==> src/rtl/alarm_bank_m.sv <==
// alarm_bank_m: bank of NUM_ALARMS independent alarm channels.
// Each channel holds a setpoint plus an arm/ring/snooze state machine with
// a shared-width countdown timer for ring timeout and snooze.
// Ports:
//   clock, reset_n      - system clock, asynchronous active-low reset
//   counter_state, tick - timestamp and one-cycle "new second" strobe
//   set_flag            - counter being set; blocks matching and countdowns
//   wr_en/idx/time/arm  - per-channel setpoint write (arm or disarm)
//   dismiss, snooze     - global controls applied to all channels
//   ring_vec, armed_vec, snoozed_vec, alarm_state - registered status
module alarm_bank_m #(
    parameter int unsigned NUM_ALARMS  = 4,
    parameter int unsigned IDX_W       = 2,
    parameter int unsigned COUNTER_W   = 17,
    parameter int unsigned COUNTER_MAX = 86399,
    parameter int unsigned TIMER_W     = 16,
    parameter int unsigned SNOOZE_SECS = 540,
    parameter int unsigned RING_SECS   = 60
) (
    input  logic                  clock,
    input  logic                  reset_n,
    input  logic [COUNTER_W-1:0]  counter_state,
    input  logic                  tick,
    input  logic                  set_flag,
    input  logic                  wr_en,
    input  logic [IDX_W-1:0]      wr_idx,
    input  logic [COUNTER_W-1:0]  wr_time,
    input  logic                  wr_arm,
    input  logic                  dismiss,
    input  logic                  snooze,
    output logic [NUM_ALARMS-1:0] ring_vec,
    output logic [NUM_ALARMS-1:0] armed_vec,
    output logic [NUM_ALARMS-1:0] snoozed_vec,
    output logic                  alarm_state
);

    typedef enum logic [1:0] {
        S_DISARMED = 2'd0,
        S_ARMED    = 2'd1,
        S_RINGING  = 2'd2,
        S_SNOOZED  = 2'd3
    } state_t;

    localparam logic [TIMER_W-1:0]   RING_LOAD   = TIMER_W'(RING_SECS);
    localparam logic [TIMER_W-1:0]   SNOOZE_LOAD = TIMER_W'(SNOOZE_SECS);
    localparam logic [TIMER_W-1:0]   TIMER_ONE   = TIMER_W'(1);
    localparam logic [COUNTER_W-1:0] LAST_TIME   = COUNTER_W'(COUNTER_MAX);
    localparam bit                   RING_TIMED  = (RING_SECS != 0);

    state_t               state_q    [NUM_ALARMS];
    state_t               state_nxt  [NUM_ALARMS];
    logic [COUNTER_W-1:0] setpoint_q [NUM_ALARMS];
    logic [COUNTER_W-1:0] setpoint_nxt [NUM_ALARMS];
    logic [TIMER_W-1:0]   timer_q    [NUM_ALARMS];
    logic [TIMER_W-1:0]   timer_nxt  [NUM_ALARMS];

    logic                  qtick;
    logic                  wr_ok;
    logic [31:0]           wr_sel;
    logic [NUM_ALARMS-1:0] ring_nxt;
    logic [NUM_ALARMS-1:0] armed_nxt;
    logic [NUM_ALARMS-1:0] snoozed_nxt;

    // Ticks only count while the counter is running normally.
    assign qtick  = tick & ~set_flag;
    assign wr_sel = 32'(wr_idx);
    // Out-of-range channel or timestamp discards the write completely.
    assign wr_ok  = wr_en && (wr_sel < NUM_ALARMS) && (wr_time <= LAST_TIME);

    // Next-state for every channel; write > dismiss > snooze > match/timer.
    always_comb begin
        for (int i = 0; i < NUM_ALARMS; i++) begin
            state_nxt[i]    = state_q[i];
            setpoint_nxt[i] = setpoint_q[i];
            timer_nxt[i]    = timer_q[i];

            if (wr_ok && (wr_sel == 32'(i))) begin
                timer_nxt[i] = '0;
                if (wr_arm) begin
                    state_nxt[i]    = S_ARMED;
                    setpoint_nxt[i] = wr_time;
                end else begin
                    state_nxt[i]    = S_DISARMED;
                end
            end else begin
                case (state_q[i])
                    S_ARMED: begin
                        if (qtick && (counter_state == setpoint_q[i])) begin
                            state_nxt[i] = S_RINGING;
                            timer_nxt[i] = RING_LOAD;
                        end
                    end
                    S_RINGING: begin
                        if (dismiss) begin
                            state_nxt[i] = S_ARMED;
                        end else if (snooze) begin
                            state_nxt[i] = S_SNOOZED;
                            timer_nxt[i] = SNOOZE_LOAD;
                        end else if (qtick && RING_TIMED) begin
                            if (timer_q[i] == TIMER_ONE) begin
                                state_nxt[i] = S_ARMED;
                            end else begin
                                timer_nxt[i] = timer_q[i] - TIMER_ONE;
                            end
                        end
                    end
                    S_SNOOZED: begin
                        if (dismiss) begin
                            state_nxt[i] = S_ARMED;
                        end else if (qtick) begin
                            if (timer_q[i] == TIMER_ONE) begin
                                state_nxt[i] = S_RINGING;
                                timer_nxt[i] = RING_LOAD;
                            end else begin
                                timer_nxt[i] = timer_q[i] - TIMER_ONE;
                            end
                        end
                    end
                    default: begin
                    end
                endcase
            end
        end
    end

    // Status decode of the next state so outputs register alongside it.
    always_comb begin
        ring_nxt    = '0;
        armed_nxt   = '0;
        snoozed_nxt = '0;
        for (int i = 0; i < NUM_ALARMS; i++) begin
            ring_nxt[i]    = (state_nxt[i] == S_RINGING);
            armed_nxt[i]   = (state_nxt[i] != S_DISARMED);
            snoozed_nxt[i] = (state_nxt[i] == S_SNOOZED);
        end
    end

    // Channel state and registered outputs.
    always_ff @(posedge clock or negedge reset_n) begin
        if (!reset_n) begin
            for (int i = 0; i < NUM_ALARMS; i++) begin
                state_q[i]    <= S_DISARMED;
                setpoint_q[i] <= '0;
                timer_q[i]    <= '0;
            end
            ring_vec    <= '0;
            armed_vec   <= '0;
            snoozed_vec <= '0;
            alarm_state <= 1'b0;
        end else begin
            for (int i = 0; i < NUM_ALARMS; i++) begin
                state_q[i]    <= state_nxt[i];
                setpoint_q[i] <= setpoint_nxt[i];
                timer_q[i]    <= timer_nxt[i];
            end
            ring_vec    <= ring_nxt;
            armed_vec   <= armed_nxt;
            snoozed_vec <= snoozed_nxt;
            alarm_state <= |ring_nxt;
        end
    end

endmodule

==> config.mk <==
export PLATFORM = sky130hd
export DESIGN_NAME = alarm_bank_m
export DESIGN_NICKNAME = d
export VERILOG_FILES = /design/src/rtl/alarm_bank_m.sv
export SDC_FILE = /design/constraint.sdc
export NUM_CORES = 1
export LEC_CHECK = 0
export ABC_AREA = 1
export CAP_MARGIN = 20
export CORE_MARGIN = 1
export CORE_UTILIZATION = 50
export DETAILED_ROUTE_END_ITERATION = 8
export PLACE_DENSITY = 0.72
export RECOVER_POWER = 25
export SLEW_MARGIN = 20
export SYNTH_ARGS = -nofsm -noshare
export SYNTH_HDL_FRONTEND = slang
export SYNTH_SLANG_ARGS = --single-unit
==> constraint.sdc <==
create_clock -name clock -period 1.8 [get_ports clock]
set_input_delay 0.36 -clock clock [delete_from_list [all_inputs] [get_ports clock]]
set_output_delay 0.36 -clock clock [all_outputs]
set_load 0.02 [all_outputs]
==> impl_metrics.json, run 1 <==
{
  "run_status": "finished, violations left",
  "failing_checks": "setup timing",
  "power.density_nw_per_um2": 1200,
  "cpMaxStageDelayCell": "sky130_fd_sc_hd__dfrtp_1",
  "hold_path_class": "in2reg",
  "layout-area-overhead-vs-synth_pct": 41.3,
  "core.rowCount": 50,
  "most_used_flip_flop_cell_after_synthesis": "sky130_fd_sc_hd__dfrtp_1",
  "die_area_um2": 19700,
  "worst_hold_startpoint": "wr_time[14]",
  "period_utilisation_layout": 1.04,
  "crit_path_max_fanout": 8,
  "place_ws_ps": -744,
  "seq_area_frac_synth": 0.400,
  "grt.met1_usage": 0.351,
  "synth-edff-count": 0,
  "drv_slew": 0,
  "worst_setup_path_end_kind": "flip-flop",
  "route.detailed.vias_per_inst": 5.31,
  "cts_inserted_buffers": 17,
  "largest_cells_by_area_after_synthesis": "sky130_fd_sc_hd__dfrtp_1, sky130_fd_sc_hd__nand2_1, sky130_fd_sc_hd__inv_1",
  "post_synth_top_area_share": 0.400,
  "detail_route.wirelength_mm": 28.0,
  "cap_violations": 0,
  "final-setup-viol-count": 23,
  "die_y_um": 140,
  "max_slew.worst_pin.slew_ps": 1230,
  "final.hold.worst_slack_ps": 335,
  "synth.yosys.warnings": 0,
  "critical_path.n_buffers_inverters": 0,
  "clockRootBuffer": "sky130_fd_sc_hd__clkbuf_16",
  "timing.critical_path.cells": "xor2_1 -> nor2_1 -> nand2_1 -> nor2_2 -> nand3_2 -> nand2_4 -> nand3_4 -> nand2_8 -> nand3_2 -> a21oi_2",
  "remaining_drc_errors": 0,
  "die-width_um": 140,
  "globalRouteOverflowTotal": 0,
  "grt_setup_unrepaired": "yes",
  "post_synth_num_cell_types": 47,
  "setup.worst_path.start_class": "flip-flop",
  "gr_util_met3": 0.0417,
  "cts_buffer_depth": 2,
  "power.static_leakage_nw": 6.75,
  "highest_clock_rate_mhz": 533,
  "io_pins": 57,
  "antenna_violating_nets_post_route": 0,
  "gp_congestion": 0.884,
  "met2_demand_to_capacity_share_in_global_routing": 0.446,
  "r2r_start": "setpoint_q[63]$_DFFE_PN0P_",
  "crit_path_frequent_cell": "sky130_fd_sc_hd__nand3_2",
  "detailedRoute.firstPassIterationCount": 5,
  "timing_hold_violations_final": 0,
  "worst_slack_ps": -76.2,
  "mappedNetlistNets": 1401,
  "skew_ps": 12.9,
  "portBuffers": 56,
  "critical_path_data_required_time_ps": 2170,
  "worst_path_largest_cell_delay_ps": 400,
  "report.power.total_mw": 16.3,
  "ys_async_sr_fraction": 1.00,
  "synth.ff_latch_count": 153,
  "synthesis.area_um2": 9560,
  "startpoint": "setpoint_q[63]$_DFFE_PN0P_",
  "worst_slew_margin_rel": 0.178,
  "syn-mean-instance-area_um2": 7.13,
  "start_util": 0.511,
  "maximum_resistive_drop_on_vdd_v": 0.000866,
  "wire_length_of_the_first_global_routing_pass_mm": 42.3,
  "grt_antenna_before_repair": 2,
  "grt-busiest-layer": "met2",
  "yosys.cell_count.top_type": "sky130_fd_sc_hd__nand2_1",
  "final_period_minus_worst_setup_slack_ps": 1880,
  "route.vias.total": 9774,
  "cts_tree": "built",
  "grt_usage": 0.271,
  "numClockSinks": 153,
  "clk_transition_reported_paths_ps": 70,
  "grt_pass1_vias": 9068,
  "core_area_um2": 18700,
  "drt-initial-drc-count": 636,
  "layout-drive-gt1-share": 0.318,
  "netlist_instances": 1341,
  "number_of_nets_in_the_layout": 1651,
  "routedWlPerCell_um": 15.2,
  "grt_max_degree": 45,
  "yosys.area.top_type": "sky130_fd_sc_hd__dfrtp_1",
  "path_class": "reg2reg",
  "cts_htree_levels": 4,
  "clkLatencyLatePin_ps": 440,
  "critical-path-top-delay-family": "simple AND/OR/NAND/NOR gates",
  "synth_common_cells": "sky130_fd_sc_hd__nand2_1, sky130_fd_sc_hd__inv_1, sky130_fd_sc_hd__dfrtp_1, sky130_fd_sc_hd__nor2_1, sky130_fd_sc_hd__o21ai_0",
  "critPathArrivalTime_ps": 2250,
  "dp.final_hpwl_mm": 18.5
}
## cells by family after synthesis
family	share of synthesized area
flip-flops	0.400
XOR/XNOR	0.0467
AO/OA/AOI/OAI	0.110
AND/OR/NAND/NOR	0.324
adder cells (fa/ha/maj)	0.0209
buffers and inverters	0.0976
## cell usage in the layout (no fill, tap or decap), drive strengths merged, types with 6 or more instances in the layout
| cell | count |
|---|---|
| a21oi | 31 |
| buf | 199 |
| clkbuf | 20 |
| clkdlybuf4s50 | 32 |
| clkinv | 6 |
| dfrtp | 153 |
| dlygate4sd2 | 17 |
| dlymetal6s2s | 6 |
| ha | 16 |
| inv | 198 |
| nand2 | 415 |
| nand3 | 94 |
| nand4 | 21 |
| nor2 | 146 |
| nor3 | 22 |
| o21ai | 139 |
| o31ai | 6 |
| xnor2 | 19 |
| xor2 | 32 |
## area by class of cell
cell class / instances / area (um2)
clock buffer: 18 / 439
fill: 1397 / 5200
inverter: 192 / 754
multi-input combinational: 969 / 5720
tap: 234 / 293
clock inverter: 14 / 130
timing repair buffer: 257 / 2320
antenna: 2 / 5.00
timing repair inverter: 1 / 8.76
sequential: 153 / 3830
## routing by layer
layer  part of all wire  up-vias
met4              0.035        0
met2               0.49      362
met5                  0        -
met3              0.053       75
met1               0.42     4570
li1                   -     4767
## flip-flops by register name (all words and copies together) (netlist names)
| signal | cells |
|---|---|
| setpoint_q | 68 |
| timer_q | 64 |
| state_q | 8 |
| armed_vec | 4 |
| ring_vec | 4 |
| snoozed_vec | 4 |
| alarm_state | 1 |
## path summary, 6_finish.rpt
check                           depth (start not counted)  slack (ps)                          to
max in group asynchronous                               3         250   setpoint_q[7]$_DFFE_PN0P_
worst min register to register                          2         490  setpoint_q[66]$_DFFE_PN0P_
worst max register to register                         10         -80     timer_q[60]$_DFFE_PN0P_
min in group asynchronous                               2         720     timer_q[39]$_DFFE_PN0P_
worst max-delay path                                   10         -80     timer_q[60]$_DFFE_PN0P_
worst min-delay path                                    3         340  setpoint_q[14]$_DFFE_PN0P_
## per-stage QoR
| stage | std cells | cell area, um2 | setup TNS (ps) | util |
|---|---|---|---|---|
| 5_1_grt | 1840 | 13500 | -5180 | 0.722 |
| 3_5_place_dp | 1771 | 11600 | -72380 | 0.622 |
| 3_3_place_gp | 1771 | 11600 | -66810 | 0.622 |
| 4_1_cts | 1815 | 12500 | -188 | 0.668 |
| 6_report | 1840 | 13500 | -722 | 0.722 |
| 2_1_floorplan | 1341 | 9560 | 0 | - |
## worst min-delay path, cell delays in order
cell	delay [ps]
sky130_fd_sc_hd__dlymetal6s2s_1	150
sky130_fd_sc_hd__inv_1	130
sky130_fd_sc_hd__o21ai_1	80
## where the power goes
group | switching [mW] | internal, mW | leakage [nW] | total [mW]
sequential | 0.607 | 4.24 | 1.97 | 4.84
clock | 1.66 | 1.87 | 0.276 | 3.52
combinational | 4.52 | 3.37 | 4.51 | 7.89
## repair_timing
action                                  CTS  global route
hold buffers                              1             0
endpoints found under the hold margin    40             0
gates cloned                              0             4
setup buffers                            11            20
pin swaps                                27            94
endpoints found under the setup margin   81            95
resized for setup                        74           258
Note: power is estimated with default switching activity, not from simulation.
==> inputs of run 2 (changes only) <==
- SLEW_MARGIN: 20 -> default
==> results of run 2 <==
Final layout, timing and power as in run 1 (identical DEF).
